<file path="config.mk">
export PLATFORM = sky130hd
export DESIGN_NAME = snake_sequencer
export DESIGN_NICKNAME = d
export VERILOG_FILES = /design/src/rtl/snake_pkg.sv /design/src/rtl/button_debouncer.sv /design/src/rtl/snake_sequencer.sv
export SDC_FILE = /design/constraint.sdc
export NUM_CORES = 1
export LEC_CHECK = 0
export CAP_MARGIN = 30
export CORE_ASPECT_RATIO = 2
export CORE_MARGIN = 4
export CORE_UTILIZATION = 39
export DETAILED_ROUTE_END_ITERATION = 7
export DONT_BUFFER_PORTS = 1
export PLACE_DENSITY_LB_ADDON = 0.2
export SLEW_MARGIN = 10
export SYNTH_ARGS = -nofsm -noshare
export SYNTH_HDL_FRONTEND = slang
export SYNTH_HIERARCHICAL = 1
export SYNTH_SLANG_ARGS = --single-unit
</file>
<file path="constraint.sdc">
create_clock -name clk -period 10.18 [get_ports clk]
set_input_delay 2.036 -clock clk [delete_from_list [all_inputs] [get_ports clk]]
set_output_delay 2.036 -clock clk [all_outputs]
set_load 0.02 [all_outputs]
</file>
<file path="src/rtl/snake_pkg.sv">
// snake_pkg
// Shared definitions for the snake game-flow controller: game state
// encoding, score width and the score saturation helper.
package snake_pkg;

    typedef enum logic [1:0] {
        IDLE = 2'd0,
        RUN  = 2'd1,
        OVER = 2'd2
    } game_state_t;

    localparam int                 SCORE_W   = 8;
    localparam logic [SCORE_W-1:0] SCORE_SAT = 8'd255;

    // Score increment that sticks at SCORE_SAT instead of wrapping.
    function automatic logic [SCORE_W-1:0] score_inc(input logic [SCORE_W-1:0] s);
        return (s == SCORE_SAT) ? s : s + SCORE_W'(1);
    endfunction

endpackage

</file>
<file path="src/rtl/button_debouncer.sv">
// button_debouncer
// Two-flop synchroniser, level debouncer and rising-edge pulse for one
// raw push button. Reusable for any KEY input.
//
// Ports:
//   clk    in   clock
//   rst    in   synchronous active-high reset
//   key    in   raw asynchronous button level, active-high
//   press  out  one-cycle pulse when the debounced level goes 0 -> 1
module button_debouncer #(
    parameter int DEBOUNCE_CYCLES = 16
) (
    input  logic clk,
    input  logic rst,
    input  logic key,
    output logic press
);

    localparam int               CNT_W    = $clog2(DEBOUNCE_CYCLES + 1);
    localparam logic [CNT_W-1:0] CNT_LAST = CNT_W'(DEBOUNCE_CYCLES - 1);

    logic             sync_a;
    logic             sync_b;
    logic             kst;
    logic [CNT_W-1:0] cnt;

    // cnt counts consecutive synchronised samples that disagree with kst;
    // the sample that makes DEBOUNCE_CYCLES flips kst. Releases only flip
    // kst, they never produce a pulse.
    always_ff @(posedge clk) begin
        if (rst) begin
            sync_a <= 1'b0;
            sync_b <= 1'b0;
            kst    <= 1'b0;
            cnt    <= '0;
            press  <= 1'b0;
        end else begin
            sync_a <= key;
            sync_b <= sync_a;
            press  <= 1'b0;
            if (sync_b == kst) begin
                cnt <= '0;
            end else if (cnt == CNT_LAST) begin
                cnt   <= '0;
                kst   <= sync_b;
                press <= sync_b;
            end else begin
                cnt <= cnt + 1'b1;
            end
        end
    end

endmodule

</file>
<file path="src/rtl/snake_sequencer.sv">
// snake_sequencer
// Game-flow controller for the snake datapath: debounced turn/start button,
// periodic move strobe, IDLE/RUN/OVER sequencing, score and speed-up.
//
// Ports:
//   clk        in   slow game clock
//   rst        in   synchronous active-high reset
//   key        in   raw button, active-high, asynchronous
//   collision  in   head-collision level, valid in the cycle after step
//   eaten      in   one-cycle pulse, food consumed
//   step       out  one-cycle move strobe
//   turn       out  one-cycle turn command, only together with step
//   clear      out  one-cycle pulse, datapath reloads the initial snake
//   running    out  high in RUN
//   game_over  out  high in OVER
//   score      out  food count, saturating at 255
//   period     out  current move period in clk cycles
//
// state | meaning
// ------+-----------------------------------------------------------
// IDLE  | waiting for a press to start; score of last game visible
// RUN   | tick counter generates step; presses queue turns
// OVER  | frozen; press accepted once hold counter reaches OVER_HOLD
module snake_sequencer
    import snake_pkg::*;
#(
    parameter int DEBOUNCE_CYCLES = 16,
    parameter int TICK_INIT       = 1000,
    parameter int TICK_MIN        = 200,
    parameter int TICK_STEP       = 50,
    parameter int OVER_HOLD       = 500,
    parameter int PER_W           = 16
) (
    input  logic               clk,
    input  logic               rst,
    input  logic               key,
    input  logic               collision,
    input  logic               eaten,
    output logic               step,
    output logic               turn,
    output logic               clear,
    output logic               running,
    output logic               game_over,
    output logic [SCORE_W-1:0] score,
    output logic [PER_W-1:0]   period
);

    localparam logic [PER_W-1:0] PER_INIT = PER_W'(TICK_INIT);
    localparam logic [PER_W-1:0] PER_MIN  = PER_W'(TICK_MIN);
    localparam logic [PER_W-1:0] PER_STEP = PER_W'(TICK_STEP);
    localparam logic [PER_W-1:0] HOLD_MAX = PER_W'(OVER_HOLD);
    // Smallest period that can take a full TICK_STEP without going below
    // the floor; one extra bit so the sum cannot overflow.
    localparam logic [PER_W:0]   DEC_LIMIT = (PER_W + 1)'(TICK_MIN + TICK_STEP);

    game_state_t      state;
    logic             press;
    logic [PER_W-1:0] tick_cnt;
    logic [PER_W-1:0] hold_cnt;
    logic             turn_pending;
    logic             step_d;

    button_debouncer #(
        .DEBOUNCE_CYCLES(DEBOUNCE_CYCLES)
    ) u_key_debouncer (
        .clk  (clk),
        .rst  (rst),
        .key  (key),
        .press(press)
    );

    always_ff @(posedge clk) begin
        if (rst) begin
            state        <= IDLE;
            tick_cnt     <= '0;
            hold_cnt     <= '0;
            turn_pending <= 1'b0;
            step_d       <= 1'b0;
            step         <= 1'b0;
            turn         <= 1'b0;
            clear        <= 1'b0;
            running      <= 1'b0;
            game_over    <= 1'b0;
            score        <= '0;
            period       <= PER_INIT;
        end else begin
            step   <= 1'b0;
            turn   <= 1'b0;
            clear  <= 1'b0;
            // step_d marks the one cycle in which collision is meaningful.
            step_d <= step;

            case (state)
                IDLE: begin
                    if (press) begin
                        state        <= RUN;
                        clear        <= 1'b1;
                        running      <= 1'b1;
                        score        <= '0;
                        period       <= PER_INIT;
                        tick_cnt     <= '0;
                        turn_pending <= 1'b0;
                    end
                end

                RUN: begin
                    // >= rather than == so a period that just shrank below
                    // the running count fires on the following cycle.
                    if (tick_cnt >= period - 1'b1) begin
                        tick_cnt     <= '0;
                        step         <= 1'b1;
                        turn         <= turn_pending;
                        turn_pending <= press;
                    end else begin
                        tick_cnt <= tick_cnt + 1'b1;
                        if (press) begin
                            turn_pending <= 1'b1;
                        end
                    end

                    if (eaten) begin
                        score  <= score_inc(score);
                        period <= ({1'b0, period} >= DEC_LIMIT) ? period - PER_STEP : PER_MIN;
                    end

                    if (step_d && collision) begin
                        state     <= OVER;
                        running   <= 1'b0;
                        game_over <= 1'b1;
                        hold_cnt  <= '0;
                        step      <= 1'b0;
                        turn      <= 1'b0;
                    end
                end

                OVER: begin
                    if (hold_cnt != HOLD_MAX) begin
                        hold_cnt <= hold_cnt + 1'b1;
                    end else if (press) begin
                        state     <= IDLE;
                        game_over <= 1'b0;
                    end
                end

                default: begin
                    state     <= IDLE;
                    running   <= 1'b0;
                    game_over <= 1'b0;
                end
            endcase
        end
    end

endmodule

</file>
# [Yosys cells after proc, flatten, opt, wreduce, memory -nomap -nowiden]
# Index checks and enable logic that the tools add are counted.
[classes] n_bitwise=6 n_addsub=6 mux=30 eq_ne=14 order_cmp=2 reduce_logical=18
[op_table] op="2-to-1 mux 16 bit" n=7
[op_table] op="one-hot mux 16 bit (2 select lines)" n=3
[op_table] op="adder 16 x 1 -> 16 bit (second input constant)" n=2
[op_table] op="2-to-1 mux 8 bit" n=3
[op_table] op="greater-or-equal comparator 16 bit" n=1
[op_table] op="greater-or-equal comparator 16 x 8 -> 1 bit (second input constant)" n=1
[op_table] op="!= test 16 x 9 -> 1 bit (second input constant)" n=1
[op_table] op="one-hot mux 8 bit (2 select lines)" n=1
[op_table] op="subtractor 16 x 1 -> 16 bit (second input constant)" n=1
[op_table] op="subtractor 16 x 6 -> 16 bit (second input constant)" n=1
[op_table] op="AND reduction 3 bit" n=4
[op_table] op="AND reduction 4 bit" n=3
[op_table] op="!= test 2 bit (second input constant)" n=5
[op_table] op="OR reduction 3 bit" n=3
[op_table] op="adder 8 x 1 -> 8 bit (second input constant)" n=1
[op_table] op="== test 8 bit (second input constant)" n=1
[op_table] op="2-to-1 mux 1 bit" n=8
[op_table] op="2-to-1 mux 2 bit" n=4
[op_table] op="inverter 1 bit" n=6
[op_table] op="one-hot mux 1 bit (3 select lines)" n=2
[op_table] op="one-hot mux 2 bit (3 select lines)" n=1
[op_table] op="adder 5 x 1 -> 5 bit (second input constant)" n=1
[op_table] op="== test 5 x 4 -> 1 bit (second input constant)" n=1
[op_table] op="!= test 2 x 1 -> 1 bit (second input constant)" n=2
[op_table] op="11 further kinds" n=13
[word_totals] elab_cells=93 inputBits=5 ff_bits=74 out_inout_bits=29

# [Logic depth before layout (Yosys ltp)]
# Gate-level depths: netlist of the first run.
[depth] depth_word=4 mapped_depth=14 depth_no_buf=12

# [Cells and area by module]
# The synthesis of the first run kept the hierarchy.
[by_module_without_submodules] mod="snake_sequencer" cells_each=439 seq_area_each_um2=1281.2 area_each_um2=3659.8 instances=1
[by_module_without_submodules] mod="button_debouncer" cells_each=29 seq_area_each_um2=180.2 area_each_um2=319.1 instances=1

# [Worst setup path before layout of the first run]
# OpenSTA, ideal clock, no wires.
[synth_path] path_type="register to register" start="reg period[7]" end="reg tick_cnt[13]" period_less_slack_ns=3.359 setup_time_ns=0.122 t_required_ns=10.058 path_buffers=2 stages_incl_launch_ff=15 t_arrival_ns=3.237 path_slack_ns=6.821 cell_sequence="dfxtp_1 > buf_2 > nor3_4 > nand2b_1 > or4_4 > nor2_1 > xnor2_1 > ha_1 > nand4_2 > or4_4 > o211ai_2 > nand2b_4 > buf_12 > nor2_2 > a221o_1"
[synth_via] elab_chain_cells=4
[synth_rtl] element="start, declared" line_no="snake_sequencer.sv:45" text="output logic [PER_W-1:0] period"
[synth_rtl] element="start signal, assigned" line_no="snake_sequencer.sv:123" text="period <= ({1'b0, period} >= DEC_LIMIT) ? period - PER_STEP : PER_MIN;"
[synth_rtl] element="subtractor 16 x 1 -> 16 bit" line_no="snake_sequencer.sv:109" text="if (tick_cnt >= period - 1'b1) begin"
[synth_rtl] element="greater-or-equal comparator 16 bit" line_no="snake_sequencer.sv:109"
[synth_rtl] element="2-to-1 mux 16 bit" line_no="snake_sequencer.sv:109"
[synth_rtl] element="one-hot mux 16 bit (2 select lines)" line_no="snake_sequencer.sv:93" text="case (state)"
[synth_rtl] element="end signal, assigned" line_no="snake_sequencer.sv:115" text="tick_cnt <= tick_cnt + 1'b1;"
[synth_rtl] element="end, declared" line_no="snake_sequencer.sv:58" text="logic [PER_W-1:0] tick_cnt;"
# No other way between the ends.
# A chain may end at the register's enable or synchronous reset.

# [Final worst setup path of the first run]
[layout_path] start="reg period[6]" end="reg tick_cnt[5]"
# Same word-level chain as after synthesis.

==> results of run 1 <==
==> synth_stat cells, types with 6 or more instances <==
master                      n
sky130_fd_sc_hd__and3_1    14
sky130_fd_sc_hd__a21oi_1   27
sky130_fd_sc_hd__nor4_1     7
sky130_fd_sc_hd__xor2_1    23
sky130_fd_sc_hd__xnor2_1   19
sky130_fd_sc_hd__nand2b_1   7
sky130_fd_sc_hd__nand4_1    9
sky130_fd_sc_hd__a21o_1     6
sky130_fd_sc_hd__clkbuf_1   6
sky130_fd_sc_hd__nor2_1    59
sky130_fd_sc_hd__nand2_1   41
sky130_fd_sc_hd__nor3_1    13
sky130_fd_sc_hd__o21ai_0   22
sky130_fd_sc_hd__inv_1     17
sky130_fd_sc_hd__ha_1      23
sky130_fd_sc_hd__dfxtp_1   73
sky130_fd_sc_hd__nand3_1   19
==> kinds of logic after synthesis <==
group / after synthesis / share of synthesized area
compound gates: 85 / 0.143
fa+ha+maj: 23 / 0.0723
other cells: 1 / 0.000942
mux: 3 / 0.00755
flops: 73 / 0.367
simple gates: 211 / 0.277
buf+inv: 30 / 0.0393
xor+xnor: 42 / 0.0925
==> where the power goes <==
part           leakage, nW  switching (W)  internal [W]
clock                0.153       0.000121      0.000222
sequential           0.589     0.00000101      0.000287
combinational        0.875     0.00000401    0.00000181
==> metrics by stage <==
stage	instances	hold WS [ns]	instance area (sq um)	setup slack [ns]	util
6_report	603	0.444	4370	6.58	0.445
2_1_floorplan	468	0.414	3980	6.82	-
4_1_cts	603	0.451	4370	6.58	0.445
3_5_place_dp	587	0.439	4050	6.60	0.412
3_3_place_gp	587	0.418	4050	6.66	0.412
5_1_grt	603	0.458	4370	6.35	0.445
==> worst max-delay path by stage <==
stage                          from      endpoint  slack, ns  cells after the start
after global placement    period[6]   tick_cnt[1]       6.66                     12
after detailed placement  period[6]   tick_cnt[5]       6.60                     12
final                     period[6]   tick_cnt[5]       6.58                     12
after floorplan           period[7]  tick_cnt[13]       6.82                     14
after global routing      period[6]   tick_cnt[5]       6.35                     12
after CTS                 period[6]   tick_cnt[5]       6.58                     12
==> per-layer routing <==
| metal | up-vias | GRT usage | wire (um) |
|---|---|---|---|
| met5 | - | 0 | 0 |
| met4 | 0 | 0.120 | 578 |
| met3 | 34 | 0.0458 | 486 |
| met2 | 70 | 0.340 | 5750 |
| met1 | 1571 | 0.162 | 3550 |
| li1 | 1649 | - | - |
==> sequential cells by signal, indices dropped and copies added, names as in the netlist, 2 cells and up <==
signal and cells:
period 15, state 2, score 8, hold_cnt 16, u_key_debouncer/cnt 5, tick_cnt 16
==> layout make-up <==
| type | instances | area [sq um] |
|---|---|---|
| Multi-Input combinational cell | 365 | 2360 |
| Clock buffer | 12 | 246 |
| Clock inverter | 4 | 76.3 |
| Sequential cell | 73 | 1460 |
| Fill cell | 1034 | 5450 |
| Tap cell | 132 | 165 |
| Inverter | 17 | 63.8 |
==> critical path: cells and delay by family, from the launching register on <==
kind / cells / cell delay (ns)
AND/OR/NAND/NOR: 7 / 2.04
AO/OA/AOI/OAI: 3 / 0.53
flip-flops: 1 / 0.50
adder cells (fa/ha/maj): 1 / 0.33
XOR/XNOR: 1 / 0.09
==> insert_results.sql, run 1 <==
INSERT INTO impl_metrics (metric_group, metric, value, unit) VALUES
('status', 'run_status', 'finished, final reports clean', ''),
('timing', 'timing.setup.tns', '0', 'ns'),
('place', 'place_hpwl', '7950', 'um'),
('logic_synthesis', 'ys_types', '64', ''),
('logic_synthesis', 'synth_warnings', '6', ''),
('flow_run', 'drv.max_cap_violation_count', '0', ''),
('cts', 'htree_num_levels', '3', ''),
('finish', 'flow.area_growth_from_synthesis', '9.94', '%'),
('cts', 'clock_tree.root_cell', 'sky130_fd_sc_hd__clkbuf_16', ''),
('setup_path', 'worst_setup_path_start_kind', 'register', ''),
('finish', 'final_net_count', '494', ''),
('power', 'post-layout-total-power', '0.000636', 'W'),
('setup_path', 'worst_path_most_repeated_cell', 'sky130_fd_sc_hd__or4_4', ''),
('global_routing', 'grt.total_usage', '0.180', ''),
('logic_synthesis', 'synth_fp_nets', '496', ''),
('floorplanning', 'num_rows', '51', ''),
('setup_path', 'rr_startpoint', 'period[6]', ''),
('floorplanning', 'die_height', '151', 'um'),
('timing', 'slew_violations', '0', ''),
('floorplanning', 'die_area', '12000', 'sq um'),
('timing', 'timing.slew.headroom', '0.519', ''),
('floorplanning', 'io-pin-count', '34', ''),
('logic_synthesis', 'share_of_synthesized_flip_flops_with_an_asynchronous_set_or_reset', '0', ''),
('setup_path', 'regToRegEndpoint', 'tick_cnt[5]', ''),
('logic_synthesis', 'yosysTopAreaCell', 'sky130_fd_sc_hd__dfxtp_1', ''),
('finish', 'mostFrequentLayoutCells', 'sky130_fd_sc_hd__dfxtp_1 (73), sky130_fd_sc_hd__nor2_1 (59), sky130_fd_sc_hd__nand2_1 (41)', ''),
('setup_path', 'critPathRequiredTime', '10.41', 'ns'),
('timing', 'finalHoldViolCount', '0', ''),
('floorplanning', 'core_area', '9830', 'sq um'),
('setup_path', 'kind_of_capture_point_of_the_worst_setup_path', 'register', ''),
('cts', 'post_cts_setup_buffers', '0', ''),
('drt', 'avgRoutedWirePerCell', '17.2', 'um'),
('logic_synthesis', 'ys_ff_latch', '73', ''),
('cts', 'tritoncts', 'built', ''),
('place', 'numPortBuffers', '0', ''),
('logic_synthesis', 'seq_total_area_yosys', '0.367', ''),
('global_routing', 'pin_count_of_the_biggest_net_entering_global_routing', '34', ''),
('cts', 'maximum_clock_path_buffer_count', '2', ''),
('timing', 'min_tclk_post_route', '3.60', 'ns'),
('power', 'p_leak', '1.62', 'nW'),
('timing', 'fin_crit_sh', '0.354', ''),
('finish', 'diodes_inserted', '0', ''),
('timing', 'unrepaired_setup_endpoints_after_global_routing', 'no', ''),
('setup_path', 'highest_net_fanout_along_the_worst_path', '16', ''),
('global_routing', 'overflow', '0', ''),
('setup_path', 'timing.reg2reg.worst_path_depth', '12', ''),
('drt', 'drc_errors', '0', ''),
('drt', 'antenna_violating_nets_post_route', '0', ''),
('logic_synthesis', 'synth-main-ff-cell', 'sky130_fd_sc_hd__dfxtp_1', ''),
('cts', 'tritoncts.num_buffers', '9', ''),
('timing', 'clock_skew', '0.00626', 'ns'),
('floorplanning', 'die_width', '79.4', 'um'),
('logic_synthesis', 'synth.top_cells.by_area', 'sky130_fd_sc_hd__dfxtp_1 (37%), sky130_fd_sc_hd__ha_1 (7.2%), sky130_fd_sc_hd__nor2_1 (5.6%)', ''),
('global_routing', 'number_of_antenna_violations_at_the_first_check_in_global_routing', '0', ''),
('cts', 'hold_buffers', '0', ''),
('setup_path', 'reg2reg_setup_slack', '6.58', 'ns'),
('worst_hold_path', 'worst_hold_path_type', 'register to register', ''),
('drt', 'drt_first_pass_iters', '5', ''),
('logic_synthesis', 'synth.top_cell.area_share', '0.367', ''),
('setup_path', 'path_class', 'register to register', ''),
('timing', 'max_clock_freq', '0.278', 'GHz'),
('finish', 'share_of_final_layout_standard_cells_stronger_than_drive_strength_1', '0.0828', ''),
('setup_path', 'path_cells', 'nor3_4 > nand2b_1 > or4_4 > nor2_1 > xnor2_1 > ha_1 > nand4_2 > or4_4 > o211ai_2 > nand2b_4 > o21ai_0 > a21o_1', ''),
('worst_hold_path', 'hold_crit_endpoint', 'u_key_debouncer/cnt[0]', ''),
('logic_synthesis', 'postSynthAreaPerCell', '8.50', 'sq um'),
('floorplanning', 'initial_core_util', '0.405', ''),
('timing', 'max_slew.worst_pin.slew', '0.719', 'ns'),
('global_routing', 'wire_length_of_the_first_global_routing_pass', '16500', 'um'),
('drt', 'detail_route.iter0.violations', '132', ''),
('drt', 'vias_per_cell', '5.51', ''),
('logic_synthesis', 'post_synth_instance_area', '3980', 'sq um');
Note: power is estimated with default switching activity, not from simulation.
==> inputs of run 2 (changes only) <==
clock period = 3.7 ns   (was 10.18 ns; I/O delays follow)
==> run 2 against run 1 <==
Compared with the run above: sequential power rose to 2.7 times the previous value; flip-flop and latch count is the same; cell count increased by 1.3%; non-clock buffer count increased by 9; maximum frequency rose by 5.3%; hold slack worse by 0.0057 ns; first-iteration DRC count decreased by 1.5%; register-to-register slack worse by 6.3 ns; design area up 0.17%; critical endpoint is now tick_cnt[7].
==> insert_results.sql, run 2 (synthesized netlist as in run 1, its figures left out) <==
INSERT INTO impl_metrics (metric_group, metric, value, unit) VALUES
('power', 'p_leak', '1.64', 'nW'),
('finish', 'mostFrequentLayoutCell', 'sky130_fd_sc_hd__dfxtp_1', ''),
('cts', 'hold_buffers', '0', ''),
('status', 'run_status', 'finished, final reports clean', ''),
('global_routing', 'overflow', '0', ''),
('finish', 'final_core_util', '0.446', ''),
('global_routing', 'pin_count_of_the_biggest_net_entering_global_routing', '34', ''),
('cts', 'clock_tree.root_cell', 'sky130_fd_sc_hd__clkbuf_16', ''),
('power', 'peakVddDrop', '0.000238', 'V'),
('cts', 'clk_pin_slew_worst_paths', '0.06', 'ns'),
('setup_path', 'worst_setup_path_start_kind', 'register', ''),
('place', 'place.gp.congestion', '0.881', ''),
('timing', 'timing.slew.headroom', '0.431', ''),
('timing', 'max_slew.worst_pin.slew', '0.851', 'ns'),
('floorplanning', 'die_width', '79.4', 'um'),
('global_routing', 'number_of_antenna_violations_at_the_first_check_in_global_routing', '0', ''),
('floorplanning', 'num_rows', '51', ''),
('drt', 'drc_errors', '0', ''),
('cts', 'tritoncts', 'built', ''),
('global_routing', 'grt_pass1_vias', '3481', ''),
('finish', 'final_cell_count_no_fill', '611', ''),
('drt', 'via_count', '3375', ''),
('flow_run', 'drv.max_cap_violation_count', '0', ''),
('finish', 'diodes_inserted', '0', ''),
('drt', 'antenna_violating_nets_post_route', '0', ''),
('setup_path', 'critPathRequiredTime', '3.92', 'ns'),
('drt', 'drt_first_pass_iters', '6', ''),
('place', 'place_hpwl', '8030', 'um'),
('drt', 'wl', '10400', 'um'),
('place', 'placed_area', '4120', 'sq um'),
('finish', 'mostFrequentLayoutCells', 'sky130_fd_sc_hd__dfxtp_1 (73), sky130_fd_sc_hd__nor2_1 (59), sky130_fd_sc_hd__nand2_1 (41)', ''),
('floorplanning', 'die_height', '151', 'um'),
('cts', 'maximum_clock_path_buffer_count', '2', ''),
('finish', 'flow.area_growth_from_synthesis', '10.1', '%'),
('timing', 'timing.setup.tns', '0', 'ns'),
('timing', 'slew_violations', '0', ''),
('setup_path', 'highest_net_fanout_along_the_worst_path', '16', ''),
('cts', 'post_cts_setup_buffers', '0', ''),
('cts', 'tritoncts.num_buffers', '9', ''),
('setup_path', 'worstPathArrival', '3.64', 'ns'),
('cts', 'htree_num_levels', '3', ''),
('setup_path', 'kind_of_capture_point_of_the_worst_setup_path', 'register', ''),
('drt', 'detail_route.iter0.violations', '130', ''),
('floorplanning', 'io-pin-count', '34', ''),
('finish', 'final_net_count', '503', ''),
('cts', 'cts.repair.resized', '0', ''),
('finish', 'top_regs', 'hold_cnt (16), tick_cnt (16), period (15)', ''),
('timing', 'unrepaired_setup_endpoints_after_global_routing', 'no', ''),
('setup_path', 'path_class', 'register to register', ''),
('worst_hold_path', 'worst_hold_path_type', 'register to register', ''),
('timing', 'max_clock_freq', '0.292', 'GHz'),
('drt', 'vias_per_cell', '5.52', ''),
('cts', 'tritoncts_num_sinks', '73', ''),
('timing', 'min_tclk_post_route', '3.42', 'ns'),
('global_routing', 'grt.total_usage', '0.186', ''),
('timing', 'finalHoldViolCount', '0', ''),
('cts', 'worst_skew_pair.late_latency', '0.33', 'ns'),
('finish', 'share_of_final_layout_standard_cells_stronger_than_drive_strength_1', '0.100', ''),
('finish', 'layout.cell_area.non_filler', '4380', 'sq um'),
('place', 'place_inst', '596', ''),
('floorplanning', 'core_area', '9830', 'sq um'),
('floorplanning', 'initial_core_util', '0.405', ''),
('timing', 'setup_viol', '0', ''),
('drt', 'avgRoutedWirePerCell', '17.0', 'um'),
('floorplanning', 'die_area', '12000', 'sq um'),
('timing', 'fin_crit_sh', '0.925', ''),
('place', 'numPortBuffers', '0', ''),
('timing', 'clock_skew', '0.00944', 'ns'),
('power', 'pwrdens', '363', 'nW/um^2'),
('global_routing', 'wire_length_of_the_first_global_routing_pass', '17100', 'um');
run 2: report_power, final:
| group | switching, W | internal, W |
|---|---|---|
| clock network | 0.000318 | 0.000463 |
| logic | 0.0000113 | 0.00000500 |
| registers | 0.00000281 | 0.000789 |
| total | 0.000332 | 0.00126 |
run 2: path summary, 6_finish.rpt:
check	slack (ns)	startpoint	cells after the start	end
worst max-delay path	0.28	period[1]	12	tick_cnt[7]
worst min-delay path	0.44	u_key_debouncer/cnt[0]	1	u_key_debouncer/cnt[0]
worst max register to register	0.28	period[1]	12	tick_cnt[7]
worst min register to register	0.44	u_key_debouncer/cnt[0]	1	u_key_debouncer/cnt[0]
run 2: cell type report:
| type | instances | area, sq um |
|---|---|---|
| flip-flops and latches | 73 | 1460 |
| inverters | 17 | 63.8 |
| fillers | 1031 | 5450 |
| repair buffers | 9 | 67.6 |
| clock inverters | 4 | 20.0 |
| multi-input cells | 365 | 2360 |
| clock buffers | 11 | 243 |
| well taps | 132 | 165 |
run 2: layer usage:
metal,global-route usage,vias to the layer above,share of wire
li1,-,1661,-
met5,0,-,0
met2,0.353,80,0.58
met3,0.0405,37,0.038
met4,0.132,0,0.045
met1,0.167,1597,0.34
run 2: worst max-delay path: stages, from the launching register on:
cell                       delay, ns
sky130_fd_sc_hd__dfxtp_1        0.40
sky130_fd_sc_hd__nor2_1         0.27
sky130_fd_sc_hd__nand2_1        0.12
sky130_fd_sc_hd__or3_1          0.44
sky130_fd_sc_hd__nor2_1         0.17
sky130_fd_sc_hd__xnor2_1        0.08
sky130_fd_sc_hd__ha_1           0.32
sky130_fd_sc_hd__nand4_2        0.14
sky130_fd_sc_hd__or4_4          0.57
sky130_fd_sc_hd__o211ai_2       0.22
sky130_fd_sc_hd__nand2b_4       0.26
sky130_fd_sc_hd__o21ai_0        0.12
sky130_fd_sc_hd__a21o_1         0.19
run 2: per-stage QoR:
| stage | setup WS, ns | hold WS, ns | total power [W] |
|---|---|---|---|
| global route | 0.105 | 0.459 | 0.00165 |
| floorplan | 0.341 | 0.414 | 0.000826 |
| global placement | 0.332 | 0.418 | 0.000825 |
| detailed placement | 0.273 | 0.429 | 0.000825 |
| CTS | 0.268 | 0.442 | 0.00161 |
| finish | 0.279 | 0.438 | 0.00159 |
==> inputs of run 3 (changes only) <==
SYNTH_HIERARCHICAL = not set   (was 1)
==> run 3 against run 2 <==
Compared with the run above: clock-buffer cell count shrank 2; via count shrank 4.9%; routed wire length shrank 9.4%; sequential power is essentially flat; synthesized area grew 0.97%; core utilization shrank 1.7 points; flip-flop and latch count is the same; clock power grew 2%; die area grew 0.90%; design area shrank 1.4%; first-iteration DRC count grew 2.3%; power grew 0.78%; critical path type unchanged; highest routed layer unchanged.
==> insert_results.sql, run 3 <==
INSERT INTO impl_metrics (metric_group, metric, value, unit) VALUES
('status', 'run_status', 'finished, final reports clean', ''),
('floorplanning', 'core_area', '10100', 'sq um'),
('setup_path', 'regToRegEndpoint', 'tick_cnt[7]', ''),
('timing', 'slew_violations', '0', ''),
('logic_synthesis', 'synth-main-ff-cell', 'sky130_fd_sc_hd__dfxtp_1', ''),
('setup_path', 'path_cells', 'nor3_1 > nand3_1 > or3_1 > xor2_1 > ha_1 > nand4_1 > nor3_1 > a22oi_1 > a31oi_1 > buf_4 > nor2_1', ''),
('timing', 'timing.slew.headroom', '0.545', ''),
('setup_path', 'worst_setup_path_start_kind', 'register', ''),
('place', 'pre_cts_ws', '0.712', 'ns'),
('setup_path', 'rr_startpoint', 'period[4]', ''),
('global_routing', 'overflow', '0', ''),
('finish', 'final_net_count', '479', ''),
('timing', 'layout_setup_ws', '0.704', 'ns'),
('global_routing', 'grt_pass1_vias', '3354', ''),
('global_routing', 'wire_length_of_the_first_global_routing_pass', '16000', 'um'),
('setup_path', 'cp_max_delay_cell', 'sky130_fd_sc_hd__dfxtp_1', ''),
('setup_path', 'critPathMaxStageDelay', '0.47', 'ns'),
('floorplanning', 'die_area', '12100', 'sq um'),
('logic_synthesis', 'count_of_flip_flops_with_a_built_in_enable_after_synthesis', '0', ''),
('logic_synthesis', 'post_synth_instance_area', '4020', 'sq um'),
('timing', 'hold-worst-slack', '0.435', 'ns'),
('timing', 'fin_crit_sh', '0.810', ''),
('timing', 'max_slew.worst_pin.slew', '0.682', 'ns'),
('drt', 'drt_first_pass_iters', '4', ''),
('logic_synthesis', 'synth.top_cells.by_area', 'sky130_fd_sc_hd__dfxtp_1 (36%), sky130_fd_sc_hd__ha_1 (7.2%), sky130_fd_sc_hd__nor2_1 (5.8%)', ''),
('setup_path', 'highest_net_fanout_along_the_worst_path', '14', ''),
('global_routing', 'pin_count_of_the_biggest_net_entering_global_routing', '33', ''),
('floorplanning', 'io-pin-count', '34', ''),
('cts', 'tritoncts.num_buffers', '9', ''),
('drt', 'wl', '9420', 'um'),
('power', 'peakVddDrop', '0.000274', 'V'),
('finish', 'mostFrequentLayoutCells', 'sky130_fd_sc_hd__dfxtp_1 (73), sky130_fd_sc_hd__nor2_1 (62), sky130_fd_sc_hd__nand2_1 (38)', ''),
('setup_path', 'worst_setup_path_endpoint', 'tick_cnt[7]', ''),
('flow_run', 'drv.max_cap_violation_count', '0', ''),
('setup_path', 'reg2reg_setup_slack', '0.70', 'ns'),
('cts', 'worst_skew_pair.late_latency', '0.34', 'ns'),
('logic_synthesis', 'postSynthAreaPerCell', '8.81', 'sq um'),
('cts', 'post_cts_setup_buffers', '0', ''),
('timing', 'finalHoldViolCount', '0', ''),
('cts', 'tritoncts_num_sinks', '73', ''),
('setup_path', 'timing.reg2reg.worst_path_depth', '11', ''),
('drt', 'antenna_violating_nets_post_route', '0', ''),
('cts', 'clock_tree.root_cell', 'sky130_fd_sc_hd__clkbuf_16', ''),
('timing', 'setup_viol', '0', ''),
('finish', 'nFillCells', '999', ''),
('timing', 'max_clock_freq', '0.334', 'GHz'),
('place', 'place_hpwl', '7140', 'um'),
('logic_synthesis', 'ys_ff_latch', '73', ''),
('logic_synthesis', 'ys_types', '71', ''),
('logic_synthesis', 'most_common_cell_in_the_netlist', 'sky130_fd_sc_hd__dfxtp_1', ''),
('logic_synthesis', 'seq_total_area_yosys', '0.364', ''),
('setup_path', 'path_class', 'register to register', ''),
('setup_path', 'critical_path_buf_inv_count', '1', ''),
('timing', 'timing.setup.tns', '0', 'ns'),
('power', 'pwrdens', '371', 'nW/um^2'),
('global_routing', 'number_of_antenna_violations_at_the_first_check_in_global_routing', '0', ''),
('cts', 'htree_num_levels', '3', ''),
('cts', 'tritoncts', 'built', ''),
('finish', 'multiInputGateArea', '2340', 'sq um'),
('cts', 'hold_buffers', '0', ''),
('floorplanning', 'num_rows', '52', ''),
('finish', 'flow.area_growth_from_synthesis', '7.54', '%'),
('floorplanning', 'initial_core_util', '0.398', ''),
('setup_path', 'worstSetupStartpoint', 'period[4]', ''),
('place', 'numPortBuffers', '0', ''),
('timing', 'unrepaired_setup_endpoints_after_global_routing', 'no', ''),
('worst_hold_path', 'beginning_of_the_worst_hold_path', 'u_key_debouncer.sync_a', ''),
('drt', 'drc_errors', '0', ''),
('finish', 'final_cell_count_no_fill', '591', ''),
('timing', 'min_tclk_post_route', '3.00', 'ns'),
('finish', 'share_of_final_layout_standard_cells_stronger_than_drive_strength_1', '0.0899', ''),
('setup_path', 'path_depth', '11', ''),
('finish', 'final-seq-area', '1460', 'sq um'),
('setup_path', 'kind_of_capture_point_of_the_worst_setup_path', 'register', ''),
('timing', 'clock_skew', '0.00575', 'ns'),
('floorplanning', 'die_width', '79.8', 'um'),
('finish', 'mostFrequentLayoutCell', 'sky130_fd_sc_hd__dfxtp_1', ''),
('place', 'place_inst', '575', ''),
('setup_path', 'worst_path_most_repeated_cell', 'sky130_fd_sc_hd__nor3_1', ''),
('logic_synthesis', 'share_of_synthesized_flip_flops_with_an_asynchronous_set_or_reset', '0', ''),
('logic_synthesis', 'synth_warnings', '0', ''),
('cts', 'cts.repair.resized', '0', ''),
('floorplanning', 'die_height', '152', 'um'),
('power', 'p_leak', '1.50', 'nW'),
('cts', 'maximum_clock_path_buffer_count', '2', ''),
('logic_synthesis', 'synth_cells', '456', ''),
('setup_path', 'critical_path.top_delay_family', 'simple AND/OR/NAND/NOR gates', ''),
('power', 'post-layout-total-power', '0.00160', 'W'),
('setup_path', 'worstPathArrival', '3.22', 'ns'),
('place', 'place.gp.congestion', '0.889', ''),
('global_routing', 'grt.total_usage', '0.171', ''),
('logic_synthesis', 'synth.top_cell.area_share', '0.364', ''),
('drt', 'via_count', '3208', ''),
('worst_hold_path', 'worst_hold_path_type', 'register to register', ''),
('finish', 'top_regs', 'hold_cnt (16), tick_cnt (16), period (15)', ''),
('drt', 'avgRoutedWirePerCell', '15.9', 'um'),
('logic_synthesis', 'synth_fp_nets', '484', ''),
('drt', 'vias_per_cell', '5.43', ''),
('logic_synthesis', 'synth.top_cells.by_count', 'sky130_fd_sc_hd__dfxtp_1 (73), sky130_fd_sc_hd__nor2_1 (62), sky130_fd_sc_hd__nand2_1 (38)', ''),
('cts', 'clk_pin_slew_worst_paths', '0.06', 'ns'),
('drt', 'detail_route.iter0.violations', '133', ''),
('logic_synthesis', 'yosysTopAreaCell', 'sky130_fd_sc_hd__dfxtp_1', ''),
('finish', 'diodes_inserted', '0', ''),
('setup_path', 'critPathRequiredTime', '3.92', 'ns');
## run 3: cell types whose count changed after synthesis, moves of 5 or more
cell                       before  now
sky130_fd_sc_hd__a21oi_1       27   11
sky130_fd_sc_hd__o21ai_0       22    9
sky130_fd_sc_hd__nor3_1        13   24
sky130_fd_sc_hd__and3_1        14    7
sky130_fd_sc_hd__xnor2_1       19   26
sky130_fd_sc_hd__clkbuf_8       1    7
sky130_fd_sc_hd__and4_1         1    6
sky130_fd_sc_hd__nand2b_1       7    2
## run 3: power breakdown
part	internal, W	leakage (nW)	switching [W]
Clock	0.000452	0.131	0.000347
Sequential	0.000787	0.588	0.000000626
Combinational	0.00000334	0.781	0.0000116
## run 3: kinds of logic after synthesis
family	count (synthesis)	synth area share
AND/OR/NAND/NOR	207	0.268
adder cells (fa/ha/maj)	23	0.0716
XOR/XNOR	50	0.109
flip-flops	73	0.364
buffers and inverters	33	0.0542
multiplexers	4	0.00997
other	1	0.000933
AO/OA/AOI/OAI	65	0.122
## run 3: layout make-up
| cell class | instances | area share |
|---|---|---|
| Inverter | 13 | 0.0113 |
| Clock buffer | 9 | 0.0521 |
| Tap cell | 135 | 0.0391 |
| Sequential cell | 73 | 0.338 |
| Timing Repair Buffer | 4 | 0.00695 |
| Clock inverter | 7 | 0.0110 |
| Multi-Input combinational cell | 350 | 0.541 |
## run 3: how the worst min path moves through the flow
stage                                   endpoint  slack [ns]  depth (start not counted)
after floorplan           u_key_debouncer.sync_b        0.41                          1
after global placement    u_key_debouncer.sync_b        0.42                          1
after detailed placement  u_key_debouncer.sync_b        0.43                          1
after CTS                 u_key_debouncer.sync_b        0.44                          1
after global routing                     running        0.46                          1
final                     u_key_debouncer.sync_b        0.44                          1
## run 3: layer usage
metal,GRT usage,part of all wire,vias up
li1,-,-,1611
met1,0.168,0.37,1517
met3,0.0367,0.039,18
met5,0,0,-
met2,0.322,0.56,62
met4,0.0948,0.030,0
## run 3: through the flow
| stage | utilization | cell area [sq um] |
|---|---|---|
| finish | 0.428 | 4320 |
| floorplan | - | 4020 |
| CTS | 0.428 | 4320 |
| global placement | 0.401 | 4050 |
| detailed placement | 0.401 | 4050 |
| global route | 0.428 | 4320 |
